`config.mk`:
```
export PLATFORM = sky130hd
export DESIGN_NAME = seg_scan_decoder_flat
export DESIGN_NICKNAME = d
export VERILOG_FILES = /design/src/rtl/seg_scan_decoder_pkg.sv /design/src/rtl/seg_scan_decoder_if.sv /design/src/rtl/seg_scan_decoder_in_filter.sv /design/src/rtl/seg_scan_decoder.sv /design/src/flat_wrapper.sv
export SDC_FILE = /design/constraint.sdc
export NUM_CORES = 1
export LEC_CHECK = 0
export CORE_ASPECT_RATIO = 1.5
export CORE_MARGIN = 2
export CORE_UTILIZATION = 52
export CTS_BUF_LIST = sky130_fd_sc_hd__clkbuf_4
export DETAILED_ROUTE_END_ITERATION = 7
export PLACE_DENSITY_LB_ADDON = 0.1
export SLEW_MARGIN = 20
export SYNTH_ARGS = -nofsm -noshare
export SYNTH_HDL_FRONTEND = slang
export SYNTH_HIERARCHICAL = 1
export SYNTH_SLANG_ARGS = --single-unit
```
`constraint.sdc`:
```
create_clock -name clk -period 3.1 [get_ports clk]
set_input_delay 0.62 -clock clk [delete_from_list [all_inputs] [get_ports clk]]
set_output_delay 0.62 -clock clk [all_outputs]
set_load 0.005 [all_outputs]
```
`src/rtl/seg_scan_decoder_pkg.sv`:
```
// Shared constants, types and decode helpers for the 7-segment scan decoder.
package seg_pkg;

  localparam int NUM_DIGITS = 6;

  // Segment patterns in {g,f,e,d,c,b,a} order (bit0 = a), active-high.
  localparam logic [6:0] SEG_0     = 7'h3F;
  localparam logic [6:0] SEG_1     = 7'h06;
  localparam logic [6:0] SEG_2     = 7'h5B;
  localparam logic [6:0] SEG_3     = 7'h4F;
  localparam logic [6:0] SEG_4     = 7'h66;
  localparam logic [6:0] SEG_5     = 7'h6D;
  localparam logic [6:0] SEG_6     = 7'h7D;
  localparam logic [6:0] SEG_7     = 7'h07;
  localparam logic [6:0] SEG_8     = 7'h7F;
  localparam logic [6:0] SEG_9     = 7'h6F;
  localparam logic [6:0] SEG_A     = 7'h77;
  localparam logic [6:0] SEG_B     = 7'h7C;
  localparam logic [6:0] SEG_C     = 7'h39;
  localparam logic [6:0] SEG_D     = 7'h5E;
  localparam logic [6:0] SEG_E     = 7'h79;
  localparam logic [6:0] SEG_F     = 7'h71;
  localparam logic [6:0] SEG_BLANK = 7'h00;

  // Decode result: ok = recognised glyph, blank = all segments off.
  typedef struct packed {
    logic       ok;
    logic       blank;
    logic [3:0] nibble;
  } seg_dec_t;

  // Map a segment pattern back to its hex nibble.
  function automatic seg_dec_t seg7_to_hex(input logic [6:0] pat);
    seg_dec_t res;
    res = '{ok: 1'b0, blank: 1'b0, nibble: 4'h0};
    case (pat)
      SEG_0:     res = '{ok: 1'b1, blank: 1'b0, nibble: 4'h0};
      SEG_1:     res = '{ok: 1'b1, blank: 1'b0, nibble: 4'h1};
      SEG_2:     res = '{ok: 1'b1, blank: 1'b0, nibble: 4'h2};
      SEG_3:     res = '{ok: 1'b1, blank: 1'b0, nibble: 4'h3};
      SEG_4:     res = '{ok: 1'b1, blank: 1'b0, nibble: 4'h4};
      SEG_5:     res = '{ok: 1'b1, blank: 1'b0, nibble: 4'h5};
      SEG_6:     res = '{ok: 1'b1, blank: 1'b0, nibble: 4'h6};
      SEG_7:     res = '{ok: 1'b1, blank: 1'b0, nibble: 4'h7};
      SEG_8:     res = '{ok: 1'b1, blank: 1'b0, nibble: 4'h8};
      SEG_9:     res = '{ok: 1'b1, blank: 1'b0, nibble: 4'h9};
      SEG_A:     res = '{ok: 1'b1, blank: 1'b0, nibble: 4'hA};
      SEG_B:     res = '{ok: 1'b1, blank: 1'b0, nibble: 4'hB};
      SEG_C:     res = '{ok: 1'b1, blank: 1'b0, nibble: 4'hC};
      SEG_D:     res = '{ok: 1'b1, blank: 1'b0, nibble: 4'hD};
      SEG_E:     res = '{ok: 1'b1, blank: 1'b0, nibble: 4'hE};
      SEG_F:     res = '{ok: 1'b1, blank: 1'b0, nibble: 4'hF};
      SEG_BLANK: res = '{ok: 1'b0, blank: 1'b1, nibble: 4'h0};
      default:   res = '{ok: 1'b0, blank: 1'b0, nibble: 4'h0};
    endcase
    return res;
  endfunction

  // True when exactly one digit select line is set.
  function automatic logic is_onehot(input logic [NUM_DIGITS-1:0] v);
    return (v != {NUM_DIGITS{1'b0}}) &&
           ((v & (v - {{(NUM_DIGITS-1){1'b0}}, 1'b1})) == {NUM_DIGITS{1'b0}});
  endfunction

  // Counter increment that sticks at all-ones.
  function automatic logic [7:0] sat_inc8(input logic [7:0] v);
    logic [7:0] res;
    if (v == 8'hFF) begin
      res = v;
    end else begin
      res = v + 8'h01;
    end
    return res;
  endfunction

endpackage

```
`src/rtl/seg_scan_decoder_if.sv`:
```
// Display bus seen by the decoder plus the decoded image it publishes.
interface seg_scan_decoder_if;
  import seg_pkg::*;

  logic [NUM_DIGITS-1:0]   digit;
  logic [7:0]              seg;
  logic [4*NUM_DIGITS-1:0] value;
  logic [NUM_DIGITS-1:0]   dp;
  logic [NUM_DIGITS-1:0]   valid;
  logic                    frame_done;
  logic                    stale;
  logic [7:0]              err_cnt;

  // Display side: drives the scan lines, observes the decoded image.
  modport master (
    output digit, seg,
    input  value, dp, valid, frame_done, stale, err_cnt
  );

  // Decoder side.
  modport slave (
    input  digit, seg,
    output value, dp, valid, frame_done, stale, err_cnt
  );
endinterface

```
`src/rtl/seg_scan_decoder_in_filter.sv`:
```
// Input conditioning: polarity normalize, 2-flop sync, stability filter.
module seg_in_filter
  import seg_pkg::*;
#(
  parameter int STABLE_CYC    = 4,
  parameter int DIGIT_ACT_LOW = 0,
  parameter int SEG_ACT_LOW   = 0
) (
  input  logic                  clk,
  input  logic                  rst,
  input  logic [NUM_DIGITS-1:0] digit,
  input  logic [7:0]            seg,
  output logic [NUM_DIGITS-1:0] s_digit,
  output logic [7:0]            s_seg,
  output logic                  accept
);

  localparam int SW    = NUM_DIGITS + 8;
  localparam int CNT_W = $clog2(STABLE_CYC + 1);
  localparam logic [CNT_W-1:0] CNT_MAX = CNT_W'(STABLE_CYC);
  // Accept is seen one cycle before cnt lands on STABLE_CYC-1.
  localparam logic [CNT_W-1:0] CNT_ACC = CNT_W'(STABLE_CYC - 2);

  logic [NUM_DIGITS-1:0] norm_digit;
  logic [7:0]            norm_seg;
  logic [SW-1:0]         sync1;
  logic [SW-1:0]         sync2;
  logic [SW-1:0]         prev;
  logic [CNT_W-1:0]      cnt;
  logic                  same;

  // Bring both buses to active-high before synchronizing.
  always_comb begin
    if (DIGIT_ACT_LOW != 0) begin
      norm_digit = ~digit;
    end else begin
      norm_digit = digit;
    end
    if (SEG_ACT_LOW != 0) begin
      norm_seg = ~seg;
    end else begin
      norm_seg = seg;
    end
  end

  // Two-flop synchronizer followed by the previous-sample register.
  always_ff @(posedge clk or posedge rst) begin
    if (rst) begin
      sync1 <= {SW{1'b0}};
      sync2 <= {SW{1'b0}};
      prev  <= {SW{1'b0}};
    end else begin
      sync1 <= {norm_digit, norm_seg};
      sync2 <= sync1;
      prev  <= sync2;
    end
  end

  assign same = (sync2 == prev);

  // Stability counter: restarts on any change, saturates once accepted.
  always_ff @(posedge clk or posedge rst) begin
    if (rst) begin
      cnt <= {CNT_W{1'b0}};
    end else if (!same) begin
      cnt <= {CNT_W{1'b0}};
    end else if (cnt < CNT_MAX) begin
      cnt <= cnt + {{(CNT_W-1){1'b0}}, 1'b1};
    end else begin
      cnt <= cnt;
    end
  end

  assign accept  = same && (cnt == CNT_ACC);
  assign s_digit = sync2[SW-1:8];
  assign s_seg   = sync2[7:0];

endmodule

```
`src/rtl/seg_scan_decoder.sv`:
```
// Passive 6-digit 7-segment scan monitor: rebuilds the displayed image.
module seg_scan_decoder
  import seg_pkg::*;
#(
  parameter int STABLE_CYC    = 4,
  parameter int TIMEOUT_CYC   = 1_000_000,
  parameter int DIGIT_ACT_LOW = 0,
  parameter int SEG_ACT_LOW   = 0
) (
  input logic              clk,
  input logic              rst,
  seg_scan_decoder_if.slave bus
);

  localparam int TMR_W = $clog2(TIMEOUT_CYC + 1);
  localparam logic [TMR_W-1:0] TMR_LAST = TMR_W'(TIMEOUT_CYC - 1);
  localparam logic [NUM_DIGITS-1:0] ALL_SEEN = {NUM_DIGITS{1'b1}};

  logic [NUM_DIGITS-1:0]   s_digit;
  logic [7:0]              s_seg;
  logic                    accept;

  logic [4*NUM_DIGITS-1:0] img_value;
  logic [NUM_DIGITS-1:0]   img_dp;
  logic [NUM_DIGITS-1:0]   img_valid;
  logic [NUM_DIGITS-1:0]   seen;
  logic                    frame_pulse;
  logic                    stale_flag;
  logic [7:0]              errs;
  logic [TMR_W-1:0]        timer;

  seg_dec_t                dec;
  logic                    onehot;
  logic                    multi;
  logic [NUM_DIGITS-1:0]   seen_next;
  logic                    timer_hit;

  seg_in_filter #(
    .STABLE_CYC    (STABLE_CYC),
    .DIGIT_ACT_LOW (DIGIT_ACT_LOW),
    .SEG_ACT_LOW   (SEG_ACT_LOW)
  ) u_filter (
    .clk     (clk),
    .rst     (rst),
    .digit   (bus.digit),
    .seg     (bus.seg),
    .s_digit (s_digit),
    .s_seg   (s_seg),
    .accept  (accept)
  );

  // Classify the accepted sample and precompute frame / timeout conditions.
  always_comb begin
    dec       = seg7_to_hex(s_seg[6:0]);
    onehot    = is_onehot(s_digit);
    multi     = (s_digit != {NUM_DIGITS{1'b0}}) && !onehot;
    seen_next = seen | s_digit;
    timer_hit = !stale_flag && (timer == TMR_LAST);
  end

  // Image, frame mask, idle timer and error counter; accept beats timeout.
  always_ff @(posedge clk or posedge rst) begin
    if (rst) begin
      img_value   <= {(4*NUM_DIGITS){1'b0}};
      img_dp      <= {NUM_DIGITS{1'b0}};
      img_valid   <= {NUM_DIGITS{1'b0}};
      seen        <= {NUM_DIGITS{1'b0}};
      frame_pulse <= 1'b0;
      stale_flag  <= 1'b0;
      errs        <= 8'h00;
      timer       <= {TMR_W{1'b0}};
    end else begin
      frame_pulse <= 1'b0;
      if (accept && onehot) begin
        for (int i = 0; i < NUM_DIGITS; i++) begin
          if (s_digit[i]) begin
            if (dec.ok) begin
              img_value[4*i +: 4] <= dec.nibble;
              img_valid[i]        <= 1'b1;
            end else begin
              img_valid[i]        <= 1'b0;
            end
            img_dp[i] <= s_seg[7];
          end
        end
        if (!dec.ok && !dec.blank) begin
          errs <= sat_inc8(errs);
        end
        if (seen_next == ALL_SEEN) begin
          frame_pulse <= 1'b1;
          seen        <= {NUM_DIGITS{1'b0}};
        end else begin
          seen        <= seen_next;
        end
        stale_flag <= 1'b0;
        timer      <= {TMR_W{1'b0}};
      end else if (accept && multi) begin
        errs  <= sat_inc8(errs);
        timer <= {TMR_W{1'b0}};
      end else if (timer_hit) begin
        stale_flag <= 1'b1;
        img_valid  <= {NUM_DIGITS{1'b0}};
        img_dp     <= {NUM_DIGITS{1'b0}};
        seen       <= {NUM_DIGITS{1'b0}};
        timer      <= timer + {{(TMR_W-1){1'b0}}, 1'b1};
      end else if (!stale_flag) begin
        timer <= timer + {{(TMR_W-1){1'b0}}, 1'b1};
      end else begin
        timer <= timer;
      end
    end
  end

  assign bus.value      = img_value;
  assign bus.dp         = img_dp;
  assign bus.valid      = img_valid;
  assign bus.frame_done = frame_pulse;
  assign bus.stale      = stale_flag;
  assign bus.err_cnt    = errs;

endmodule

```
`src/flat_wrapper.sv`:
```
// flat-port wrapper written by rule: the top's interface ports become plain ports
module seg_scan_decoder_flat import seg_pkg::*;
#(
  parameter int STABLE_CYC    = 4,
  parameter int TIMEOUT_CYC   = 1_000_000,
  parameter int DIGIT_ACT_LOW = 0,
  parameter int SEG_ACT_LOW   = 0
)
  (clk, rst, bus_digit, bus_seg, bus_value, bus_dp, bus_valid, bus_frame_done, bus_stale, bus_err_cnt);
  seg_scan_decoder_if bus_i ();
  input logic clk;
  input logic rst;
  input wire logic [$bits(bus_i.digit)-1:0] bus_digit;
  input wire logic [$bits(bus_i.seg)-1:0] bus_seg;
  output wire logic [$bits(bus_i.value)-1:0] bus_value;
  output wire logic [$bits(bus_i.dp)-1:0] bus_dp;
  output wire logic [$bits(bus_i.valid)-1:0] bus_valid;
  output wire logic [$bits(bus_i.frame_done)-1:0] bus_frame_done;
  output wire logic [$bits(bus_i.stale)-1:0] bus_stale;
  output wire logic [$bits(bus_i.err_cnt)-1:0] bus_err_cnt;
  assign bus_i.digit = bus_digit;
  assign bus_i.seg = bus_seg;
  assign bus_value = bus_i.value;
  assign bus_dp = bus_i.dp;
  assign bus_valid = bus_i.valid;
  assign bus_frame_done = bus_i.frame_done;
  assign bus_stale = bus_i.stale;
  assign bus_err_cnt = bus_i.err_cnt;
  seg_scan_decoder #(.STABLE_CYC(STABLE_CYC), .TIMEOUT_CYC(TIMEOUT_CYC), .DIGIT_ACT_LOW(DIGIT_ACT_LOW), .SEG_ACT_LOW(SEG_ACT_LOW)) u_core (.clk(clk), .rst(rst), .bus(bus_i));
endmodule
```
==> results_dict.tcl <==
set metrics [dict create \
    post-dp-hpwl_um 7980 \
    clock_latency_of_the_later_clocked_register_in_the_worst_skew_pair_ps 510 \
    grt_overflow_total 0 \
    critical_path.most_common_cell "nand2_1" \
    antenna_cells 0 \
    setup-violations-final 0 \
    synth.yosys.warnings 6 \
    cts.path.max_buffers 2 \
    timing.critical_path.max_delay_family "simple AND/OR/NAND/NOR gates" \
    track_usage_pct 22.3 \
    die_h_um 126 \
    floorplan.core_area_mm2 0.00969 \
    commonest_non_fill_non_tap_cell_in_the_layout "dfrtp_1" \
    timing.critical_path.cells "xor2_1 -> nor4_1 -> nand2_1 -> nor4_4 -> nor4bb_4 -> nand2_1 -> o2111ai_4 -> nand2_1 -> nor2b_4 -> mux2_2" \
    tritoncts "done" \
    worst_setup_path_start_kind "flop" \
    ys_top_cells_by_area "dfrtp_1 (57%), mux2_2 (5.2%), xor2_1 (4.2%)" \
    critPathRequiredTime_ps 3500 \
    route.detailed.vias_per_inst 5.81 \
    placement_rows 44 \
    pre_cts_setup_slack_ps 28.7 \
    clock_skew_ps 13.8 \
    hold_path_class "flop to flop" \
    first_global_vias 3836 \
    status "finished clean" \
    asyncSetResetFlopFracSynth_pct 100 \
    power.static_leakage_nw 2.79 \
    avgRoutedWirePerCell_um 16.7 \
    synth_sequential_area_ratio_pct 56.7 \
    max_cap_violations 0 \
    slew_headroom_pct 43.8 \
    final-max-slew-violation-count 0 \
    mostFrequentLayoutCells "dfrtp_1 (117), clkdlybuf4s50_1 (61), nor2_1 (39)" \
    drt_pre_antenna_iters 5 \
    rsz0062_at_grt "false" \
    drt-total-wl_um 11400 \
    synth.ff_latch_count 117 \
    die_width_um 85.4 \
    post_synth.cell_area_avg_um2 11.0 \
    critPathCaptureType "flop" \
    drt_iter0_drc 326 \
    synth-main-ff-cell "dfrtp_1" \
    yosys.area.top_type_share_pct 56.7 \
    finalNetCount 573 \
    vdd_ir_drop_max_uv 540 \
    power_density_mw_per_mm2 462 \
    clock_root_buffer "clkbuf_4" \
    grt_max_degree 44 \
    port_buffers 61 \
    setup_ws_ps 287 \
    synth_cells 469 \
    max_freq_mhz 356 \
    cell_at_the_slowest_stage_of_the_critical_path "dfrtp_1" \
    critical_path_peak_fanout 8 \
    worst_slew_pin_slew_ps 834 \
    crit_buf_inv 0 \
    drc 0 \
    synth_edf_count 0 \
    yosys.cell_types.count 52 \
    hold_violations 0 \
    synth_area_mm2 0.00516 \
    io-pin-count 62 \
    met1_length_um 4500 \
    vias 3957 \
    path_class "flop to flop" \
    cts_max_level 4 \
    ant_nets 0 \
    worst-endpoint-arrival_ps 3210 \
    fin_crit_sh_pct 90.7 \
    wl_met2_um 6120 \
    initial_utilization_pct 53.3 \
    tritoncts_num_sinks 117 \
    post-synth-top-area-cell "dfrtp_1" \
    path_clk_slew_ps 100 \
    cpPeakStageDelay_ps 390 \
    routabilityCongestion 0.793 \
    cts_inserted_buffers 17 \
    finalSetupTns_ps 0 \
    top_layer_used "met4" \
    die-area_mm2 0.0108 \
    period_minus_slack_ps 2810 \
    net_count_of_the_mapped_netlist 489 \
    grt_pass1_wl_um 18800 \
    grt_antenna_before_repair 0 \
    flow.area_growth_from_synthesis_pct 23.9 \
    met3WireLength_um 523 \
    drive_gt1_share_pct 16.6 \
]
==> through the flow <==
| step | power [mW] | std cells | area [µm²] | hold WS (ps) | util (%) |
|---|---|---|---|---|---|
| 6_report | 2.95 | 681 | 6400 | 350 | 66.0 |
| 5_1_grt | 3.08 | 681 | 6400 | 360 | 66.0 |
| 4_1_cts | 2.99 | 680 | 6340 | 349 | 65.5 |
| 3_5_place_dp | 1.77 | 648 | 6030 | 335 | 62.2 |
| 3_3_place_gp | 1.76 | 648 | 6030 | 333 | 62.2 |
| 2_1_floorplan | 1.70 | 469 | 5180 | 331 | - |
==> cells by family after synthesis <==
| logic type | count (synthesis) | share of synthesized area (%) |
|---|---|---|
| adder cells (fa/ha/maj) | 5 | 1.16 |
| multiplexers | 25 | 5.43 |
| AO/OA/AOI/OAI | 75 | 9.28 |
| AND/OR/NAND/NOR | 180 | 18.6 |
| buffers and inverters | 32 | 2.86 |
| flip-flops | 117 | 56.7 |
| XOR/XNOR | 35 | 5.94 |
==> synth_stat cells, types with 2 or more instances <==
master and instances:
clkbuf_1 11, nor3b_1 3, dfrtp_1 117, buf_6 2, and3_1 7, nor2_1 39, nand4b_1 4, a21o_1 2
nor4b_1 2, a21oi_1 17, o32ai_1 2, nor3_1 8, buf_2 10, or3_1 11, or4_1 6, nand3_1 23
nand2b_1 3, mux2_2 24, o22ai_1 8, nand2_1 37, nor2b_1 6, nand4_1 12, o211ai_1 5, nor4bb_1 4
xor2_1 25, xnor2_1 10, a31oi_1 4, a22o_1 2, o21ai_0 22, o21a_1 3, nor4_1 7, inv_1 9
ha_1 4, a311o_1 2
==> worst register-to-register path: stages (launching register included) <==
cell,delay [ps]
dfrtp_1,390
xor2_1,160
nor4_1,290
nand2_1,170
nor4_4,330
nor4bb_4,340
nand2_1,160
o2111ai_4,180
nand2_1,160
nor2b_4,180
mux2_2,350
==> per-layer routing <==
metal | GRT usage (%) | vias to the layer above
li1 | - | 1856
met1 | 28.1 | 1953
met2 | 37.3 | 124
met3 | 5.24 | 24
met4 | 8.50 | 0
met5 | 0 | -
==> power by group <==
group          internal [mW]  switching, mW  total [mW]
sequential              1.55         0.0131        1.57
clock                  0.644          0.572        1.22
combinational         0.0658          0.107       0.173
total                   2.26          0.692        2.95
==> sequential cells by signal (all words and copies together) (netlist names) <==
| register | flops |
|---|---|
| u_core/u_filter/sync1 | 14 |
| u_core/u_filter/cnt | 3 |
| u_core/timer | 20 |
| u_core/u_filter/prev | 14 |
| u_core/bus.dp | 6 |
| u_core/bus.err_cnt | 8 |
| u_core/bus.stale | 1 |
| u_core/bus.value | 24 |
| u_core/bus.valid | 6 |
| u_core/seen | 6 |
| u_core/bus.frame_done | 1 |
| u_core/u_filter/sync2 | 14 |
==> layout make-up <==
| class | instances | area (µm²) |
|---|---|---|
| multi-input cells | 320 | 2150 |
| fillers | 780 | 3290 |
| flip-flops and latches | 117 | 2930 |
| inverters | 9 | 33.8 |
| clock buffers | 18 | 135 |
| repair buffers | 88 | 826 |
| well taps | 115 | 144 |
| clock inverters | 14 | 183 |
==> worst paths after layout <==
kind	startpoint	endpoint	slack, ps	depth (start not counted)
setup / recovery	u_core/u_filter/prev[9]$_DFF_PP0_	u_core/bus.value[21]$_DFFE_PP0P_	290	10
hold / removal	u_core/u_filter/sync1[10]$_DFF_PP0_	u_core/u_filter/sync2[10]$_DFF_PP0_	350	0
setup reg to reg	u_core/u_filter/prev[9]$_DFF_PP0_	u_core/bus.value[21]$_DFFE_PP0P_	290	10
hold reg to reg	u_core/u_filter/sync1[10]$_DFF_PP0_	u_core/u_filter/sync2[10]$_DFF_PP0_	350	0
max in group asynchronous	rst	u_core/bus.value[20]$_DFFE_PP0P_	1850	3
min in group asynchronous	rst	u_core/u_filter/sync1[8]$_DFF_PP0_	500	2
==> timing repair <==
action,4_1_cts,5_1_grt
gates resized for setup,0,8
setup endpoints to repair,0,28
setup buffers,0,1
hold buffers,0,0
Note: power is estimated with default switching activity, not from simulation.
==> RTL change (same flow settings) <==
`TIMEOUT_CYC` is set to 1_000_000 in 2 places; all go to 500_000.
--- a/src/rtl/seg_scan_decoder.sv
+++ b/src/rtl/seg_scan_decoder.sv
@@ -4,5 +4,5 @@
 #(
   parameter int STABLE_CYC    = 4,
-  parameter int TIMEOUT_CYC   = 1_000_000,
+  parameter int TIMEOUT_CYC   = 500_000,
   parameter int DIGIT_ACT_LOW = 0,
   parameter int SEG_ACT_LOW   = 0
--- a/src/flat_wrapper.sv
+++ b/src/flat_wrapper.sv
@@ -3,5 +3,5 @@
 #(
   parameter int STABLE_CYC    = 4,
-  parameter int TIMEOUT_CYC   = 1_000_000,
+  parameter int TIMEOUT_CYC   = 500_000,
   parameter int DIGIT_ACT_LOW = 0,
   parameter int SEG_ACT_LOW   = 0
Behaviour: no difference found for any inputs over 10 cycles, from zero or initial values and one cycle with rst high; that may be too few to reach the edited logic, so the function may still have changed.
==> RTL change against the unedited design <==
  * Cell count shrank 9.4%
  * Clock skew grew 1.8 ps
  * Maximum frequency shrank 7.9%
  * Wire length shrank 14%
  * Synthesized area shrank 7.2%
  * Critical path depth is the same
  * Sequential cell count shrank 1
  * Total power shrank 0.62%
  * Final area shrank 6.1%
  * Global-route usage shrank 0.63 points
  * Setup slack lost 240 ps
  * Critical endpoint is now u_core/bus.value[10]$_DFFE_PP0P_
==> RTL change: results (changes against the unedited design) <==
total power 0.002936 W (was 0.002954 W); dpl hpwl 6.861 mm (was 7.980 mm); Arr. time, crit path 3440 ps (was 3210 ps); M3 GR Usage 6.296% (was 5.242%); outcome finished, final reports clean (unchanged); share of cells above drive strength 1 17.59% (was 16.61%); reg2reg end u_core/bus.value[10]$_DFFE_PP0P_ (was u_core/bus.value[21]$_DFFE_PP0P_); VDD IR max 405.3 uV (was 540.4 uV); global-route wire length before repair 16.27 mm (was 18.84 mm); post-place setup slack 32.86 ps (was 28.72 ps); routing usage on met1 26.77% (was 28.11%); M2 GR Usage 34.98% (was 37.32%); top post-synthesis cells by area dfrtp_1 61%, mux2_2 6.1%, xor2_1 5.5%, nor2_1 3.0%, nand2_1 2.7% (was dfrtp_1 57%, mux2_2 5.2%, xor2_1 4.2%, nor2_1 2.8%, nand2_1 2.7%); worst hold margin 352.9 ps (was 349.9 ps); HP Start u_core/u_filter/sync1[2]$_DFF_PP0_ (was u_core/u_filter/sync1[10]$_DFF_PP0_); critical-path cell with the highest stage delay or3_1 (was dfrtp_1); worst hold endpoint u_core/u_filter/sync2[2]$_DFF_PP0_ (was u_core/u_filter/sync2[10]$_DFF_PP0_); Comb group 0.000143 W (was 0.000173 W); Slew HR 42.54% (was 43.78%); Internal Power 0.002241 W (was 0.002262 W); clk_skew 15.57 ps (was 13.77 ps); Final WS setup 46.92 ps (was 287.4 ps); total track usage 21.72% (was 22.34%); Final Instance Area 6006 um^2 (was 6399 um^2); Mapped Avg Cell Area 11.83 um^2 (was 11.01 um^2); DP Area 5664 um^2 (was 6026 um^2); pin count of the biggest net entering global routing 72 (was 44); M1 WL 3.912 mm (was 4.503 mm); Initial DRC Count 240 (was 326); fill count 671 (was 780); Final nets 513 (was 573); vias per cell 5.541 (was 5.811); Critical Path Max Stage Delay 490 ps (was 390 ps); GP Congestion 0.7430 (was 0.7931); P_leak 2.736 nW (was 2.788 nW); Distinct cells, synth 49 (was 52); Seq/Total Area, Yosys 60.61% (was 56.71%)
==> RTL change: cell families after synthesis <==
| group | count (synthesis) | synth area share (%) |
|---|---|---|
| AND/OR/NAND/NOR | 151 | 15.94 |
| flip-flops | 116 | 60.61 |
| AO/OA/AOI/OAI | 42 | 6.191 |
| XOR/XNOR | 41 | 7.497 |
| multiplexers | 29 | 6.792 |
| buffers and inverters | 22 | 1.933 |
| adder cells (fa/ha/maj) | 4 | 1.045 |
==> RTL change: worst max-delay path, delay by kind of cell, from the launching register on <==
kind | cells | cell delay [ps]
AOI/OAI and AO/OA | 2 | 380
xor gates and xnor gates | 1 | 170
buffers and inverters | 1 | 170
DFF | 1 | 400
muxes | 1 | 350
and+or+nand+nor | 5 | 1440
==> RTL change: area by class of cell <==
class	instances	share of cell area (%)
sequential	116	48.33
multi-input combinational	267	30.10
timing repair buffer	84	13.25
clock inverter	15	3.417
tap	110	2.292
clock buffer	17	2.125
inverter	7	0.4375
antenna	1	0.04167
